### src/rtl/lcd_pkg.sv
// -----------------------------------------------------------------------------
// lcd_pkg
// Shared constants and types for the SC1602 frame scheduler:
//   FILL_CHAR  - code used to blank the frame buffer (ASCII space)
//   NCHAR      - frame buffer depth (2 rows x 16 columns)
//   ROW_LEN    - characters per panel row
//   ADDR_W     - width of buffer addresses / character index
//   CMD_*      - encodings presented on the driver's command_in
//   frame_state_t - frame FSM states
//   grant_t    - last-granted requester for the write arbiter
// -----------------------------------------------------------------------------
package lcd_pkg;

   localparam logic [7:0] FILL_CHAR = 8'h20;
   localparam int         NCHAR     = 32;
   localparam int         ROW_LEN   = 16;
   localparam int         ADDR_W    = 5;

   localparam logic [2:0] CMD_NOP     = 3'b000;
   localparam logic [2:0] CMD_SHIFT_L = 3'b010;
   localparam logic [2:0] CMD_SHIFT_R = 3'b011;

   typedef enum logic [1:0] {
      ST_CLEAR       = 2'd0,
      ST_IDLE        = 2'd1,
      ST_SHIFT_ISSUE = 2'd2,
      ST_SHIFT_WAIT  = 2'd3
   } frame_state_t;

   typedef enum logic {
      GRANT_A = 1'b0,
      GRANT_B = 1'b1
   } grant_t;

   // Shift command for a given direction (0 = left, 1 = right).
   function automatic logic [2:0] shift_cmd(input logic dir);
      return dir ? CMD_SHIFT_R : CMD_SHIFT_L;
   endfunction

endpackage

### src/rtl/lcd_wr_arbiter.sv
// -----------------------------------------------------------------------------
// lcd_wr_arbiter
// Two-requester round-robin write arbiter for the frame buffer.
// Ports:
//   i_clk, i_reset          - clock, synchronous active-high reset
//   i_enable                - writes allowed this cycle
//   i_a_valid/addr/data     - requester A
//   i_b_valid/addr/data     - requester B
//   o_a_ready, o_b_ready    - combinational grants (write lands this edge)
//   o_we, o_addr, o_data    - single merged write port toward the buffer
// -----------------------------------------------------------------------------
module lcd_wr_arbiter
   import lcd_pkg::*;
(
   input  logic              i_clk,
   input  logic              i_reset,
   input  logic              i_enable,
   input  logic              i_a_valid,
   input  logic [ADDR_W-1:0] i_a_addr,
   input  logic [7:0]        i_a_data,
   input  logic              i_b_valid,
   input  logic [ADDR_W-1:0] i_b_addr,
   input  logic [7:0]        i_b_data,
   output logic              o_a_ready,
   output logic              o_b_ready,
   output logic              o_we,
   output logic [ADDR_W-1:0] o_addr,
   output logic [7:0]        o_data
);

   grant_t r_last_grant;
   logic   w_grant_a;
   logic   w_grant_b;

   // A wins when alone or when B was served last; B takes whatever A does not.
   always_comb begin
      w_grant_a = i_enable & i_a_valid & (~i_b_valid | (r_last_grant == GRANT_B));
      w_grant_b = i_enable & i_b_valid & ~w_grant_a;
   end

   assign o_a_ready = w_grant_a;
   assign o_b_ready = w_grant_b;
   assign o_we      = w_grant_a | w_grant_b;
   assign o_addr    = w_grant_b ? i_b_addr : i_a_addr;
   assign o_data    = w_grant_b ? i_b_data : i_a_data;

   // Starts as "B served last" so A is preferred on the first contention.
   always_ff @(posedge i_clk) begin
      if (i_reset) begin
         r_last_grant <= GRANT_B;
      end else if (w_grant_a) begin
         r_last_grant <= GRANT_A;
      end else if (w_grant_b) begin
         r_last_grant <= GRANT_B;
      end
   end

endmodule

### src/rtl/lcd_frame_scheduler.sv
// -----------------------------------------------------------------------------
// lcd_frame_scheduler
// Owns the 32-entry character frame buffer for a 16x2 SC1602 panel, feeds the
// driver's character input in step with its refresh, arbitrates writes from
// two requesters and sequences display-shift commands.
// Ports:
//   i_clk, i_reset                 - clock, synchronous active-high reset
//   i_wr_a_valid/addr/data         - requester A write (addr 0-15 row 0, 16-31 row 1)
//   o_wr_a_ready                   - A write accepted this cycle
//   i_wr_b_valid/addr/data         - requester B write
//   o_wr_b_ready                   - B write accepted this cycle
//   i_clr_req                      - pulse: refill buffer with FILL_CHAR
//   i_shift_req, i_shift_dir       - pulse: one display shift (0 left, 1 right)
//   o_busy                         - clear or shift in progress
//   i_drv_drawing, i_drv_ready     - driver `drawing` and `ready_o`
//   o_character                    - to driver `character`
//   o_command_out                  - to driver `command_in`
// -----------------------------------------------------------------------------
module lcd_frame_scheduler
   import lcd_pkg::*;
(
   input  logic              i_clk,
   input  logic              i_reset,
   input  logic              i_wr_a_valid,
   input  logic [ADDR_W-1:0] i_wr_a_addr,
   input  logic [7:0]        i_wr_a_data,
   output logic              o_wr_a_ready,
   input  logic              i_wr_b_valid,
   input  logic [ADDR_W-1:0] i_wr_b_addr,
   input  logic [7:0]        i_wr_b_data,
   output logic              o_wr_b_ready,
   input  logic              i_clr_req,
   input  logic              i_shift_req,
   input  logic              i_shift_dir,
   output logic              o_busy,
   input  logic              i_drv_drawing,
   input  logic              i_drv_ready,
   output logic [7:0]        o_character,
   output logic [2:0]        o_command_out
);

   frame_state_t      r_state;
   frame_state_t      w_state_next;
   logic [ADDR_W-1:0] r_clr_ptr;
   logic [ADDR_W-1:0] r_idx;
   logic              r_dir;
   logic              r_drawing_q;
   logic              r_drv_ready_q;
   logic [7:0]        r_character;
   logic [7:0]        r_buf [NCHAR];

   logic              w_arb_enable;
   logic              w_latch_dir;
   logic              w_arb_we;
   logic [ADDR_W-1:0] w_arb_addr;
   logic [7:0]        w_arb_data;
   logic              w_draw_fall;
   logic              w_ready_rise;
   logic              w_load;
   logic [ADDR_W-1:0] w_read_addr;
   logic              w_buf_we;
   logic [ADDR_W-1:0] w_buf_waddr;
   logic [7:0]        w_buf_wdata;

   // Edge detectors against the previous-cycle samples of the driver status.
   assign w_draw_fall  = r_drawing_q & ~i_drv_drawing;
   assign w_ready_rise = i_drv_ready & ~r_drv_ready_q;

   // Frame resync outranks the per-character advance.
   assign w_load      = w_ready_rise | w_draw_fall;
   assign w_read_addr = w_ready_rise ? '0 : r_idx + 1'b1;

   // ---------------------------------------------------------------- frame FSM
   always_comb begin
      w_state_next  = r_state;
      o_busy        = 1'b1;
      o_command_out = CMD_NOP;
      w_arb_enable  = 1'b0;
      w_latch_dir   = 1'b0;
      case (r_state)
         ST_CLEAR: begin
            if (r_clr_ptr == ADDR_W'(NCHAR - 1)) begin
               w_state_next = ST_IDLE;
            end
         end
         ST_IDLE: begin
            o_busy       = 1'b0;
            w_arb_enable = 1'b1;
            // A clear request in the same cycle swallows the shift.
            if (i_clr_req) begin
               w_state_next = ST_CLEAR;
            end else if (i_shift_req) begin
               w_state_next = ST_SHIFT_ISSUE;
               w_latch_dir  = 1'b1;
            end
         end
         ST_SHIFT_ISSUE: begin
            o_command_out = shift_cmd(r_dir);
            w_arb_enable  = 1'b1;
            // Driver leaving HOME (ready low) means the command was taken.
            if (!i_drv_ready) begin
               w_state_next = ST_SHIFT_WAIT;
            end
         end
         ST_SHIFT_WAIT: begin
            w_arb_enable = 1'b1;
            if (w_ready_rise) begin
               w_state_next = ST_IDLE;
            end
         end
         default: begin
            w_state_next = ST_CLEAR;
         end
      endcase
   end

   always_ff @(posedge i_clk) begin
      if (i_reset) begin
         r_state       <= ST_CLEAR;
         r_clr_ptr     <= '0;
         r_dir         <= 1'b0;
         r_drawing_q   <= 1'b0;
         r_drv_ready_q <= 1'b0;
      end else begin
         r_state       <= w_state_next;
         r_drawing_q   <= i_drv_drawing;
         r_drv_ready_q <= i_drv_ready;
         // Pointer parks at 0 outside CLEAR so every clear sweeps 0..31.
         r_clr_ptr     <= (r_state == ST_CLEAR) ? r_clr_ptr + 1'b1 : '0;
         if (w_latch_dir) begin
            r_dir <= i_shift_dir;
         end
      end
   end

   // ---------------------------------------------------------------- arbiter
   lcd_wr_arbiter u_arbiter (
      .i_clk     (i_clk),
      .i_reset   (i_reset),
      .i_enable  (w_arb_enable & ~i_reset),
      .i_a_valid (i_wr_a_valid),
      .i_a_addr  (i_wr_a_addr),
      .i_a_data  (i_wr_a_data),
      .i_b_valid (i_wr_b_valid),
      .i_b_addr  (i_wr_b_addr),
      .i_b_data  (i_wr_b_data),
      .o_a_ready (o_wr_a_ready),
      .o_b_ready (o_wr_b_ready),
      .o_we      (w_arb_we),
      .o_addr    (w_arb_addr),
      .o_data    (w_arb_data)
   );

   // ---------------------------------------------------------------- buffer
   // One write port shared between the clear sweep and the arbiter.
   always_comb begin
      w_buf_we    = w_arb_we;
      w_buf_waddr = w_arb_addr;
      w_buf_wdata = w_arb_data;
      if (r_state == ST_CLEAR) begin
         w_buf_we    = 1'b1;
         w_buf_waddr = r_clr_ptr;
         w_buf_wdata = FILL_CHAR;
      end
   end

   always_ff @(posedge i_clk) begin
      if (w_buf_we) begin
         r_buf[w_buf_waddr] <= w_buf_wdata;
      end
   end

   // ------------------------------------------------------- character tracking
   // o_character is the registered read port of the buffer; it only moves on a
   // drawing fall / ready rise, so it is stable while the driver is drawing.
   always_ff @(posedge i_clk) begin
      if (i_reset) begin
         r_idx       <= '0;
         r_character <= FILL_CHAR;
      end else begin
         if (w_load) begin
            r_idx <= w_read_addr;
         end
         if (r_state == ST_CLEAR) begin
            r_character <= FILL_CHAR;
         end else if (w_load) begin
            // Write-through so a same-cycle write to the fetched slot is seen.
            r_character <= (w_arb_we && (w_arb_addr == w_read_addr)) ?
                           w_arb_data : r_buf[w_read_addr];
         end
      end
   end

   assign o_character = r_character;

endmodule

### config.mk
export PLATFORM = sky130hd
export DESIGN_NAME = lcd_frame_scheduler
export DESIGN_NICKNAME = d
export VERILOG_FILES = /design/src/rtl/lcd_pkg.sv /design/src/rtl/lcd_wr_arbiter.sv /design/src/rtl/lcd_frame_scheduler.sv
export SDC_FILE = /design/constraint.sdc
export NUM_CORES = 1
export LEC_CHECK = 0
export CAP_MARGIN = 10
export CORE_AREA = 2 2 146 148
export CTS_CLUSTER_SIZE = 20
export DETAILED_ROUTE_END_ITERATION = 10
export DIE_AREA = 0 0 148 150
export GPL_ROUTABILITY_DRIVEN = 1
export GPL_TIMING_DRIVEN = 0
export HOLD_SLACK_MARGIN = 0.08
export PLACE_DENSITY = 0.79
export RECOVER_POWER = 100
export SLEW_MARGIN = 25
export SYNTH_ARGS = -nofsm -noshare
export SYNTH_HDL_FRONTEND = slang
export SYNTH_HIERARCHICAL = 1
export SYNTH_SLANG_ARGS = --single-unit
### constraint.sdc
create_clock -name i_clk -period 5.7 [get_ports i_clk]
set_clock_uncertainty 0.15 [all_clocks]
set_input_delay 1.71 -clock i_clk [delete_from_list [all_inputs] [get_ports i_clk]]
set_output_delay 1.71 -clock i_clk [all_outputs]
set_load 0.03 [all_outputs]
### Word-level counts from Yosys, hierarchy flattened

Memories as Yosys holds them, arrays and structs flattened. A register that Yosys moved wholly into a read port is not among the register bits.
Index checks and enable logic that the tools add are counted.

| word-level totals | value |
|---|---|
| output and inout port bits | 14 |
| bits in registers | 16 |
| RAM bits | 256 |
| memories kept | 1 |
| logic and storage cells | 63 |
| bits of input ports | 35 |

Memories:

| name | depth | bits a word | read ports | clocked after Yosys merged registers in | wr ports | line | RTL |
|---|---|---|---|---|---|---|---|
| r_buf | 32 | 8 | 1 | 1 | 1 | lcd_frame_scheduler.sv:50 | `logic [7:0] r_buf [NCHAR];` |

| operators by class | value |
|---|---|
| bitwise logic cells | 16 |
| reductions and logical operators | 6 |
| equality and inequality tests | 8 |
| add/sub/neg operators | 2 |
| multiplexer cells | 23 |

Operators with widths:

| cell | count |
|---|---|
| 2-to-1 mux 8 bit | 2 |
| 2-to-1 mux 5 bit | 3 |
| 2-to-1 mux 2 bit | 6 |
| 2-to-1 mux 1 bit | 11 |
| adder 5 x 1 -> 5 bit, second input constant | 2 |
| case mux 2 bit (4 select lines) | 1 |
| AND 1 bit | 7 |
| != test 2 bit, second input constant | 3 |
| inverter 1 bit | 6 |
| == test 5 bit, second input constant | 1 |
| == test 2 bit, second input constant | 2 |
| AND reduction 4 bit | 1 |
| OR reduction 2 bit | 2 |
| != test 3 bit, second input constant | 1 |
| OR 1 bit | 3 |
| OR reduction 3 bit | 1 |
| == test 2 x 1 -> 1 bit, second input constant | 1 |
| logical NOT 2 bit | 1 |
| nonzero test 2 bit | 1 |

### Depth between registers and ports, before layout

| depth | value |
|---|---|
| depth in word-level cells | 12 |
| depth in mapped cells | 17 |
| depth with buffers taken out | 12 |

### By module

The synthesis kept the hierarchy.

Modules (own cells, without submodules):

| module | seq. area each (um2) | times used | cells each | area an instance (um2) |
|---|---|---|---|---|
| lcd_frame_scheduler | 8,147.8 | 1 | 882 | 12,125.4 |
| lcd_wr_arbiter | 20.0 | 1 | 24 | 271.5 |

### Least setup slack after synthesis

OpenSTA, ideal clock, no wires.

| timing path | value |
|---|---|
| kind | input -> output |
| start | input i_reset |
| end | output o_wr_a_ready |
| data arrival time | 2,888 ps |
| setup slack | 952 ps |
| stages | 5 |
| data required time | 3,840 ps |
| path through | or2_1 -> clkbuf_1 -> inv_1 -> nand2_1 -> a21oi_1 |

| on the way | value |
|---|---|
| cells in the longest elaborated chain, start to end | 4 |

Ends and longest elaborated chain:

| what | line | RTL |
|---|---|---|
| from (decl) | lcd_frame_scheduler.sv:23 | `input logic i_reset,` |
| inverter 1 bit | lcd_frame_scheduler.sv:140 | `.i_enable (w_arb_enable & ~i_reset),` |
| AND 1 bit | lcd_frame_scheduler.sv:140 |  |
| AND 1 bit (2 in a row) | lcd_wr_arbiter.sv:37 | `w_grant_a = i_enable & i_a_valid & (~i_b_valid \| (r_last_grant == GRANT_B));` |
| to (decl) | lcd_frame_scheduler.sv:27 | `output logic o_wr_a_ready,` |

No other way between the ends.

### Worst setup path in the final report

| timing path | value |
|---|---|
| start | input i_reset |
| end | output o_wr_b_ready |

| on the way | value |
|---|---|
| cells in the longest elaborated chain, start to end | 6 |
| elaborated cells on any way between the ends | 7 |
| those cells by class | bitwise: 7 |

Ends and longest elaborated chain:

| what | line | RTL |
|---|---|---|
| inverter 1 bit (*) | lcd_frame_scheduler.sv:140 |  |
| AND 1 bit (*) | lcd_frame_scheduler.sv:140 |  |
| AND 1 bit (2 in a row) | lcd_wr_arbiter.sv:37 |  |
| inverter 1 bit | lcd_wr_arbiter.sv:38 | `w_grant_b = i_enable & i_b_valid & ~w_grant_a;` |
| AND 1 bit (*) | lcd_wr_arbiter.sv:38 |  |
| to (decl) | lcd_frame_scheduler.sv:31 | `output logic o_wr_b_ready,` |

Every way passes the cells marked *; elsewhere a longest branch is shown, timed or not.

==> flow_summary.yaml <==
timing:
  finalHoldViolCount: 0
  worstMarginPinSlew_ps: 2160
  timing.final.crit_share_pct: 97.1
  max_slew_margin_pct: -43.9
  fin_tns_setup_ps: 0
  period_needed_ps: 5530
  slew_viol_final: 126
  fmax_mhz: 181
  rsz0062_at_grt: "false"
  setup_ws_ps: 166
  setup_viol: 0
synthesis:
  yosysMostFrequentCell: "edfxtp_1"
  synth.distinct_cells: 74
  synth_area_leaders: "edfxtp_1, dfxtp_1, mux2i_1, mux2_2, nor2_1"
  ys_warn_count: 6
  yosys.area.top_type: "edfxtp_1"
  syn_area_um2: 12400
  yosysSeqAreaShare_pct: 65.9
  async_reset_ff_share_pct: 0
  synth_common_cells: "edfxtp_1, nor2_1, mux2i_1"
  synth_seq_cells: 280
  netlist.area_leader.share_pct: 62.0
  synth_edf_count: 256
  syn_area_per_cell_um2: 13.7
  synth_nets: 949
  synthCells: 906
  synthFlopType: "edfxtp_1"
placed_design:
  place_area_um2: 13400
  numPlacedInstances: 1234
  portBuffers: 47
  place_ws_ps: -255
  place_hpwl_mm: 24.3
  place_congestion: 0.982
final_layout:
  drive_gt1_share_pct: 11.0
  final_cells: 1282
  area_growth_pct: 12.8
  n_antenna_cell: 0
  final_area_um2: 14000
  fillers: 1525
  num-nets-final: 1031
die:
  dieArea_um2: 22200
  core_area_um2: 20700
  rows: 53
  dieHeight_um: 150
  start_util_pct: 59.9
  die_w_um: 148
  ios: 49
clock_network:
  cts_buffers: 27
  cts_tree: "done"
  clk_pin_slew_ps: 60
  numClockSinks: 280
  cts_resized: 2
  clockBufferDepth: 3
  cts_setup_buffers: 0
  htree_levels: 1
  hold_buffers: 0
  clock_latency_ps: 540
  cts-root-buf: "clkbuf_16"
routing:
  wirelength_mm: 35.9
  route.vias.total: 8556
  drc: 0
  drtIter0Drc: 1169
  wl_per_cell_um: 28.0
  via_per_inst: 6.67
  drt.antenna.violating_nets: 0
  dr.pass1.iters: 6
setup_path:
  crit_path_cell_trace: "clkdlybuf4s50_1 > or2_1 > clkbuf_1 > inv_2 > nand3_4 > buf_6 > inv_1 > dlygate4sd2_1"
  r2r_slack_ps: 640
  start_kind: "input port"
  crit_path_end_kind: "output pin"
  cp_slowest_cell: "clkdlybuf4s50_1"
  crit_fanout: 10
  crit_arrival_ps: 3670
  worstPathRequired_ps: 3840
  crit_type: "input port to output pin"
  critPathMaxStageDelay_ps: 480
outcome:
  run_status: "finished, violations left"
  violations: "max-capacitance violations, max-slew violations"
pwr:
  swShare_pct: 24.2
  pwr-share-clk_pct: 37.4
  p_leak_uw: 0.00458
  seqPwrFrac_pct: 52.5
  pwr_density_cell_nw_per_um2: 318
  power.switching_uw: 1080
  p_int_uw: 3370
  comb_power_share_pct: 10.1
  peakVddDrop_mv: 0.293
grt:
  grt_pass1_wl_mm: 52.8
  overflow: 0
  grt_usage_pct: 32.9
  antenna_found_initial: 1
  grt_pass1_vias: 8337
  grt_max_degree: 34
worst_hold_path:
  hold_path_class: "register to register"
job:
  drv_cap: 5
flip-flops by register name, indices dropped and copies added (netlist names):
signal / count
r_clr_ptr: 5
r_state: 2
r_dir: 1
r_drv_ready_q: 1
r_drawing_q: 1
r_buf: 256
r_idx: 5
u_arbiter/r_last_grant: 1
o_character: 8
layer usage:
metal	share of wire [%]	track usage, %	up-vias
met5	0	0	-
met4	3.5	11.2	0
met3	12	8.69	100
met2	46	51.3	545
met1	39	45.3	4237
li1	-	-	3674
power groups by stage:
stage	registers [uW]	clock network [uW]	logic, uW
2_1_floorplan	2370	0	267
3_3_place_gp	2370	0	425
3_5_place_dp	2370	0	459
4_1_cts	2330	1660	462
5_1_grt	2340	1740	466
6_report	2330	1660	448
kinds of logic after synthesis:
logic type | synth area share [%]
flip-flops | 65.9
AO/OA/AOI/OAI | 12.8
AND/OR/NAND/NOR | 8.53
multiplexers | 7.94
buffers and inverters | 2.84
XOR/XNOR | 1.12
adder cells (fa/ha/maj) | 0.807
other | 0.0302
worst paths after layout:
| kind | depth (start not counted) | to | startpoint |
|---|---|---|---|
| worst min register to register | 2 | r_idx[4]$_SDFFE_PP0P_ | r_idx[4]$_SDFFE_PP0P_ |
| worst max-delay path | 8 | o_wr_b_ready | i_reset |
| worst min-delay path | 2 | r_idx[4]$_SDFFE_PP0P_ | r_idx[4]$_SDFFE_PP0P_ |
| worst max register to register | 13 | r_buf[6][2]$_DFFE_PP_ | r_state[1]$_SDFFE_PP0P_ |
through the flow:
step | total power (uW) | hold slack (ps) | utilization [%]
floorplan | 2640 | 282 | -
global placement | 2800 | 291 | 63.9
detailed placement | 2830 | 312 | 64.9
CTS | 4450 | 321 | 68.8
global route | 4540 | 347 | 67.6
finish | 4440 | 321 | 67.6
cell usage in the layout (no fill, tap or decap), types with 5 or more instances in the layout:
master           netlist  routed
a2bb2oi_1             35      35
a221oi_1               7       7
o32a_1                 5       5
a21oi_1               33      33
edfxtp_1             256     256
nor2b_1               13      12
clkinv_1               1       9
o221ai_1              15      15
nand2_1               35      35
o22ai_1               25      25
nor2_1                99      99
a211o_1                5       5
a221o_1                5       5
nor3_1                 8       8
inv_1                 11      10
buf_2                 26      22
nand3_1               12      12
mux2_2                34      33
o21ai_1               15      15
nand2b_1               9       9
a211oi_1               7       7
dfxtp_1               24      24
xnor2_1                6       6
clkbuf_1              24      46
o32ai_1                5       5
dlygate4sd3_1          0      12
buf_1                  8       6
nand4_1                6       6
clkbuf_16              0      27
o21ai_0               30      30
mux2i_1               44      44
a31oi_1                7       7
clkdlybuf4s50_1        0      33
ha_1                   8       8
mux2_1                 1      10
or3_1                 12      12
critical path, delay by kind of cell:
family	cells	cell delay [ps]
buf+inv	6	1580
simple gates	2	390
layout make-up:
cell class	instances	area (um2)	area share, %
clock inverter	13	91.3	0.653
buffer	64	294	2.10
inverter	13	48.8	0.349
tap	275	344	2.46
multi-input combinational	549	3840	27.5
sequential	280	8170	58.4
clock buffer	35	706	5.05
timing repair buffer	53	485	3.47
No activity file was read; power rests on OpenSTA's default activity.
